--- src/rtl/hdc_feature_packer_if.sv ---
// Stream bundle between the feature source, the packer and the fusion core.
// A beat or frame moves on a rising edge where valid & ready are both high; valid never depends on ready.
interface hdc_feature_packer_if #(
  parameter int NUM_CHANNEL   = 214,
  parameter int CHANNEL_WIDTH = 4,
  parameter int CNT_WIDTH     = 16
) ();
  logic [CHANNEL_WIDTH-1:0]             ch_data;
  logic                                 ch_valid;
  logic                                 ch_last;
  logic                                 ch_ready;
  logic [NUM_CHANNEL*CHANNEL_WIDTH-1:0] features_top;
  logic                                 fout_valid;
  logic                                 fout_ready;
  logic                                 frame_err;
  logic [CNT_WIDTH-1:0]                 frame_count;
  logic                                 dbg_resync;

  modport slave (
    input  ch_data, ch_valid, ch_last, fout_ready,
    output ch_ready, features_top, fout_valid, frame_err, frame_count, dbg_resync
  );

  modport master (
    output ch_data, ch_valid, ch_last, fout_ready,
    input  ch_ready, features_top, fout_valid, frame_err, frame_count, dbg_resync
  );
endinterface

--- src/rtl/hdc_feature_packer.sv ---
// Packs one feature per beat into a full frame, ping-ponging two frame buffers
// so the next frame can stream in while the fusion core holds the current one.
module hdc_feature_packer #(
  parameter int NUM_CHANNEL   = 214,
  parameter int CHANNEL_WIDTH = 4,
  parameter int CNT_WIDTH     = 16
) (
  input  logic                  clk,
  input  logic                  rst,
  hdc_feature_packer_if.slave   bus
);
  localparam int FW = NUM_CHANNEL * CHANNEL_WIDTH;
  localparam int IW = (NUM_CHANNEL > 1) ? $clog2(NUM_CHANNEL) : 1;
  localparam logic [IW-1:0] LAST_IDX = IW'(NUM_CHANNEL - 1);

  typedef enum logic {ST_FILL = 1'b0, ST_RESYNC = 1'b1} state_e;

  state_e               st_q, st_d;
  logic [IW-1:0]        idx_q, idx_d;
  logic [FW-1:0]        buf_q [2];
  logic [1:0]           full_q, full_d;
  logic                 head_q;
  logic                 fill_q;
  logic                 ch_ready_q;
  logic                 err_q, err_d;
  logic [CNT_WIDTH-1:0] cnt_q;
  logic                 acc, hs, at_last, complete, wr_en;

  assign acc     = bus.ch_valid & ch_ready_q;
  assign at_last = (idx_q == LAST_IDX);
  assign hs      = (|full_q) & bus.fout_ready;

  always_ff @(posedge clk or negedge rst) begin
    if (!rst) st_q <= ST_FILL;
    else      st_q <= st_d;
  end

  always_comb begin
    st_d = st_q;
    if (acc) begin
      case (st_q)
        ST_FILL:   if (!bus.ch_last && at_last) st_d = ST_RESYNC;
        ST_RESYNC: if (bus.ch_last) st_d = ST_FILL;
        default:   st_d = ST_FILL;
      endcase
    end
  end

  // Any malformed frame (early or overlong last) just leaves its buffer empty.
  always_comb begin
    wr_en    = 1'b0;
    complete = 1'b0;
    err_d    = 1'b0;
    idx_d    = idx_q;
    if (acc && st_q == ST_FILL) begin
      wr_en = 1'b1;
      if (bus.ch_last && at_last) begin
        complete = 1'b1;
        idx_d    = '0;
      end else if (bus.ch_last || at_last) begin
        err_d = 1'b1;
        idx_d = '0;
      end else begin
        idx_d = idx_q + IW'(1);
      end
    end
  end

  always_comb begin
    full_d = full_q;
    if (hs)       full_d[head_q] = 1'b0;
    if (complete) full_d[fill_q] = 1'b1;
  end

  // Strict A/B alternation keeps the head as the oldest full buffer.
  always_ff @(posedge clk or negedge rst) begin
    if (!rst) begin
      idx_q      <= '0;
      buf_q[0]   <= '0;
      buf_q[1]   <= '0;
      full_q     <= '0;
      head_q     <= 1'b0;
      fill_q     <= 1'b0;
      ch_ready_q <= 1'b0;
      err_q      <= 1'b0;
      cnt_q      <= '0;
    end else begin
      idx_q      <= idx_d;
      full_q     <= full_d;
      ch_ready_q <= ~&full_d;
      err_q      <= err_d;
      if (hs)       head_q <= ~head_q;
      if (complete) fill_q <= ~fill_q;
      if (hs)       cnt_q  <= cnt_q + CNT_WIDTH'(1);
      if (wr_en)    buf_q[fill_q][idx_q*CHANNEL_WIDTH +: CHANNEL_WIDTH] <= bus.ch_data;
    end
  end

  assign bus.ch_ready     = ch_ready_q;
  assign bus.features_top = buf_q[head_q];
  assign bus.fout_valid   = |full_q;
  assign bus.frame_err    = err_q;
  assign bus.frame_count  = cnt_q;
  assign bus.dbg_resync   = (st_q == ST_RESYNC);
endmodule

--- src/flat_wrapper.sv ---
// flat-port wrapper written by rule: the top's interface ports become plain ports
module hdc_feature_packer_flat 
#(
  parameter int NUM_CHANNEL   = 214,
  parameter int CHANNEL_WIDTH = 4,
  parameter int CNT_WIDTH     = 16
)
  (clk, rst, bus_ch_data, bus_ch_valid, bus_ch_last, bus_fout_ready, bus_ch_ready, bus_features_top, bus_fout_valid, bus_frame_err, bus_frame_count, bus_dbg_resync);
  hdc_feature_packer_if #(.NUM_CHANNEL(NUM_CHANNEL), .CHANNEL_WIDTH(CHANNEL_WIDTH), .CNT_WIDTH(CNT_WIDTH)) bus_i ();
  input  logic clk;
  input  logic rst;
  input wire logic [$bits(bus_i.ch_data)-1:0] bus_ch_data;
  input wire logic [$bits(bus_i.ch_valid)-1:0] bus_ch_valid;
  input wire logic [$bits(bus_i.ch_last)-1:0] bus_ch_last;
  input wire logic [$bits(bus_i.fout_ready)-1:0] bus_fout_ready;
  output wire logic [$bits(bus_i.ch_ready)-1:0] bus_ch_ready;
  output wire logic [$bits(bus_i.features_top)-1:0] bus_features_top;
  output wire logic [$bits(bus_i.fout_valid)-1:0] bus_fout_valid;
  output wire logic [$bits(bus_i.frame_err)-1:0] bus_frame_err;
  output wire logic [$bits(bus_i.frame_count)-1:0] bus_frame_count;
  output wire logic [$bits(bus_i.dbg_resync)-1:0] bus_dbg_resync;
  assign bus_i.ch_data = bus_ch_data;
  assign bus_i.ch_valid = bus_ch_valid;
  assign bus_i.ch_last = bus_ch_last;
  assign bus_i.fout_ready = bus_fout_ready;
  assign bus_ch_ready = bus_i.ch_ready;
  assign bus_features_top = bus_i.features_top;
  assign bus_fout_valid = bus_i.fout_valid;
  assign bus_frame_err = bus_i.frame_err;
  assign bus_frame_count = bus_i.frame_count;
  assign bus_dbg_resync = bus_i.dbg_resync;
  hdc_feature_packer #(.NUM_CHANNEL(NUM_CHANNEL), .CHANNEL_WIDTH(CHANNEL_WIDTH), .CNT_WIDTH(CNT_WIDTH)) u_core (.clk(clk), .rst(rst), .bus(bus_i));
endmodule
--- config.mk ---
export PLATFORM = sky130hd
export DESIGN_NAME = hdc_feature_packer_flat
export DESIGN_NICKNAME = d
export VERILOG_FILES = /design/src/rtl/hdc_feature_packer_if.sv /design/src/rtl/hdc_feature_packer.sv /design/src/flat_wrapper.sv
export SDC_FILE = /design/constraint.sdc
export NUM_CORES = 2
export LEC_CHECK = 0
export ABC_CLOCK_PERIOD_IN_PS = 3900
export BUFFER_PORTS_ARGS = -buffer_cell sky130_fd_sc_hd__buf_2
export CAP_MARGIN = 20
export CORE_UTILIZATION = 35
export CTS_CLUSTER_SIZE = 12
export DETAILED_ROUTE_END_ITERATION = 6
export PLACE_DENSITY = 0.57
export RECOVER_POWER = 50
export SYNTH_ARGS = -nofsm -noshare
export SYNTH_HDL_FRONTEND = slang
export SYNTH_SLANG_ARGS = --single-unit
export TNS_END_PERCENT = 10
--- constraint.sdc ---
create_clock -name clk -period 3.9 [get_ports clk]
set_input_delay 0.39 -clock clk [delete_from_list [all_inputs] [get_ports clk]]
set_output_delay 0.39 -clock clk [all_outputs]
set_load 0.03 [all_outputs]
== Word-level counts from Yosys, hierarchy flattened ==
Cells that the tools add are included.
Storage, ports and cells
  bits in registers: 1743
  bits in latches: 0
  RAM bits: 0
  memory bits (read-only): 0
  input bits: 9
  output and inout port bits: 876
  word-level logic and storage cells: 67
  memories: 0
Operators by class
  add/subtract/negate cells: 3
  multiply operators: 0
  div/mod/pow operators: 0
  $lt $le $gt $ge: 7
  eq/ne operators: 1
  shift-type cells: 2
  multiplexer cells: 23
  bitwise operators: 10
  reduce and logical (&&, ||, !) cells: 11
Operator list (count)
  $mux 856: 4
  $bwmux 1712: 1
  $demux 856 s1: 1
  $shift 4x34->856 const A: 1
  $shiftx 4x34->856: 1
  $neg 10->34: 1
  $add 16x1->16 const B: 1
  $mux 8: 2
  $mux 1: 10
  $add 8x1->8 const B: 1
  $eq 8x8->1 const B: 1
  $logic_and 1x1->1: 6
  $ge 2x2->1 const B: 2
  $lt 1x2->1 const B: 2
  $mux 2: 2
  $not 1->2: 2
  $not 1->1: 3
  $and 1x1->1: 2
  $and 2x2->2: 1
  $demux 1 s1: 2
  $ge 1x1->1 const B: 2
  $logic_not 1->1: 2
  $lt 2x1->1 const B: 1
  $not 2->2: 1
  5 further kinds: 5

== Longest topological paths before layout ==
  word-level depth: 11
  mapped depth: 15
  gate-level depth less buffers: 11

== Worst setup path before layout ==
No wires, ideal clock.
  kind: register to register
  start: register u_core.idx_q[0]
  end: register u_core.buf_q[520] (netlist name)
  setup time: 0.125 ns
  arrival: 3.137 ns
  data required time: 3.775 ns
  setup slack: 0.639 ns
  stages on the path, launching flop included: 13
  buffers on the path: 5
  period minus slack after synthesis: 3.261 ns
  path through: dfrtp_1 -> buf_2 -> buf_6 -> inv_1 -> ha_1 -> clkbuf_1 -> or3b_1 -> clkbuf_1 -> a311oi_2 -> nand3_1 -> clkbuf_1 -> nor2_1 -> mux2_2
Between the ends
  longest elaborated chain between the ends: 5
  elaborated cells on any way between the ends: 6
  classes of those cells: add/sub: 1; shift: 2; mux: 3
RTL lines
  start: declaration: line hdc_feature_packer.sv:19  | logic [IW-1:0] idx_q, idx_d;
  start signal: assignment: line hdc_feature_packer.sv:88  | idx_q <= idx_d;
  $neg 10->34 *: line hdc_feature_packer.sv:95  | if (wr_en) buf_q[fill_q][idx_q*CHANNEL_WIDTH +: CHANNEL_WIDTH] <= bus.ch_data;
  $shift 4x34->856: line hdc_feature_packer.sv:95
  $mux 856 (not written as such): line hdc_feature_packer.sv:95
  $demux 856 s1: line hdc_feature_packer.sv:95
  $bwmux 1712 *: line hdc_feature_packer.sv:95
  end signal: indexed assignment: line hdc_feature_packer.sv:95
  end: declaration: line hdc_feature_packer.sv:20  | logic [FW-1:0] buf_q [2];
Every way passes the cells marked *; elsewhere a longest branch is shown, timed or not.
A chain may end at the register's enable or synchronous reset.

== Worst setup path in the final report ==
  start: register u_core.idx_q[1]
  end: register u_core.buf_q[881] (netlist name)
The elaborated chain is that of the path after synthesis.

==> flow_summary.json <==
{
  "outcome": "finished, violations left",
  "violations": "max-capacitance violations, max-slew violations",
  "fin_skew_ps": 29.1,
  "hold_class": "input pin to flop",
  "via_per_inst": 5.49,
  "maxCapViolations": 1,
  "num_vias": 56600,
  "hold_viol": 0,
  "ant_nets": 0,
  "synth-main-ff-cell": "dfrtp_1",
  "die_area_sq_mm": 0.227,
  "yosysUniqueCellTypes": 65,
  "p_per_area_mw_per_mm2": 420,
  "start_util_pct": 35.3,
  "ys_top_cells_by_area": "dfrtp_1 (55%), mux2_2 (28%), o21ai_0 (7.6%)",
  "dp.cells": 9947,
  "slew_viol_final": 69,
  "synthArstFlopShare_pct": 100,
  "max-slew-margin-rel_pct": -91.6,
  "core.rowCount": 173,
  "drt_iter0_markers": 4717,
  "synth_top_cell_area_share_pct": 55.4,
  "dp_slack_ps": 3.30,
  "clkTransAtPathRegs_ps": 60,
  "rsz0062_at_grt": "yes",
  "track_usage_pct": 26.2,
  "synth-edff-count": 0,
  "port_buffers": 884,
  "nFillCells": 20900,
  "startpoint_type": "flop",
  "leakage_nw": 46.6,
  "setup_slack_ps": 100,
  "drcViolationCount": 0,
  "syn_area_sq_mm": 0.0787,
  "clock-root-buffer": "clkbuf_16",
  "cts_tree": "built",
  "place_congestion": 0.854,
  "route.detailed.wl_per_inst_microns": 29.2,
  "ys_seq_elements": 1743,
  "die_width_microns": 476,
  "syn-num-nets": 6285,
  "htreeDepth": 4,
  "synth-warning-count": 0,
  "critPathKind": "flop to flop",
  "fin_crit_ps": 3800,
  "ios": 885,
  "cp_cell_sequence": "nor2_1, nand2_1, nor2_1, ha_1, or3b_1, a311oi_4, nand3_1, buf_4, nor2_1, mux2_2",
  "wl_microns": 302000,
  "numCtsBuffers": 192,
  "clockBufferDepth": 3,
  "worstPathRequired_ps": 4620,
  "fmax_mhz": 263,
  "worstPathMaxFanout": 16,
  "arrival_ps": 4520,
  "netlist_instances": 6268,
  "cp-end-kind": "flop",
  "fin_util_pct": 42.4,
  "insertion_delay_ps": 850,
  "grt_pass1_wl_microns": 426000,
  "tightest_slew_ps": 2870,
  "path_common_cell": "nor2_1",
  "cts.sinks": 1743,
  "max_stage_delay_ps": 550,
  "fp.coreArea_sq_mm": 0.223,
  "area_growth_syn_to_layout_pct": 20.1,
  "grt_pass1_vias": 57700,
  "synth.avg_cell_area_sq_um": 12.6,
  "netlist_top_cells_count": "mux2_2 (1956), dfrtp_1 (1743), o21ai_0 (1194)",
  "antenna_found_initial": 26,
  "grt_overflow": 0,
  "ir_drop_mv": 0.518,
  "dieHeight_microns": 476,
  "drive_above_1_share_pct": 46.0,
  "crit_slowest_cell": "or3b_1",
  "fin_crit_sh_pct": 97.4,
  "fin_cells": 10300,
  "hpwl_microns": 216000,
  "grt_max_degree": 142,
  "finalNetCount": 7194,
  "finalSetupViolCount": 0,
  "synth_most_common_cell": "mux2_2",
  "yosys.area.top_type": "dfrtp_1",
  "ys_seq_area_share_pct": 55.4,
  "dr.pass1.iters": 6
}
==> cell families (layout without fill, tap and decap cells) <==
group	count (synthesis)	in the layout	share of synthesized area, %
XOR/XNOR	23	23	0.275
other	0	16	0
AND/OR/NAND/NOR	762	762	5.11
AO/OA/AOI/OAI	1264	1264	8.33
flip-flops	1743	1743	55.4
buffers and inverters	501	1564	2.55
multiplexers	1967	1967	28.2
adder cells (fa/ha/maj)	8	8	0.127
==> worst max-delay path, delay by kind of cell, from the launching register on <==
kind            cells  cell delay (ps)
buf+inv             1              330
mux                 1              380
simple gates        6             1650
compound gates      1              530
flops               1              530
fa+ha+maj           1              240
==> cells in the final DEF, fill, tap and decap left out, drive strengths merged, types with 14 or more instances in the layout <==
cell type	n
mux2	1967
dfrtp	1743
o21ai	1202
buf	926
clkbuf	576
nand3	272
nor2	151
nand2	123
nor3	66
nand4	34
clkinv	31
and3	27
o31ai	25
and2	22
nor4	21
inv	17
diode	16
xnor2	14
==> area by class of cell <==
class	instances	area [sq um]	share of cell area, %
Antenna cell	16	40.0	0.0424
Clock buffer	298	5820	6.16
Clock inverter	50	623	0.659
Inverter	8	30.0	0.0318
Multi-Input combinational cell	4024	33500	35.5
Sequential cell	1743	43600	46.2
Tap cell	2975	3720	3.94
Timing Repair Buffer	1208	7140	7.55
==> worst paths after layout <==
path                                                        startpoint                                     end  slack, ps  depth (start not counted)
worst max-delay path                       u_core.idx_q[1]$_DFFE_PN0P_           u_core.buf_q[881]$_DFFE_PN0P_        100                         10
worst min-delay path                                      bus_ch_valid          u_core.bus.frame_err$_DFF_PN0_        130                          4
worst max register to register             u_core.idx_q[1]$_DFFE_PN0P_           u_core.buf_q[881]$_DFFE_PN0P_        100                         10
worst min register to register  u_core.bus.frame_count[15]$_DFFE_PN0P_  u_core.bus.frame_count[15]$_DFFE_PN0P_        470                          1
max in group asynchronous                                          rst          u_core.buf_q[1503]$_DFFE_PN0P_        440                          3
min in group asynchronous                                          rst          u_core.buf_q[1705]$_DFFE_PN0P_       1010                          2
==> sequential cells by signal (all words and copies together) (netlist names) <==
name and flops:
u_core.fill_q 1, u_core.buf_q 1712, u_core.bus.frame_err 1, u_core.idx_q 8, u_core.bus.frame_count 16, u_core.bus.dbg_resync 1
u_core.full_q 2, u_core.head_q 1, u_core.bus.ch_ready 1
==> per-stage QoR <==
stage / hold slack [ps] / total power [mW] / cell area [sq um] / setup TNS, ps
floorplan: 94.4 / 19.6 / 78700 / 0
global placement: 426 / 21.5 / 88200 / 0
detailed placement: 431 / 21.5 / 88200 / 0
CTS: 46.9 / 40.1 / 94700 / 0
global route: 128 / 40.9 / 94500 / -50.5
finish: 127 / 39.7 / 94500 / 0
==> report_power, final <==
group	total [mW]	internal (mW)	switching (mW)
Sequential	18.1	18.1	0.0211
Combinational	2.99	0.495	2.50
Clock	18.6	10.9	7.71
Total	39.7	29.5	10.2
==> routing by layer <==
layer	GRT usage [%]	wire [microns]	up-vias
li1	-	-	24500
met1	34.7	129000	29700
met2	41.1	138000	1969
met3	6.30	21600	428
met4	10.4	12600	2
met5	0	13	-
==> what timing repair did <==
item | CTS | global route
hold buffers | 4 | 0
cloned | 0 | 0
buffers inserted | 0 | 0
pin swaps | 0 | 1
resized for setup | 2 | 6
setup endpoints to repair | 4 | 52
hold endpoints to repair | 103 | 0
No activity file was read; power rests on OpenSTA's default activity.
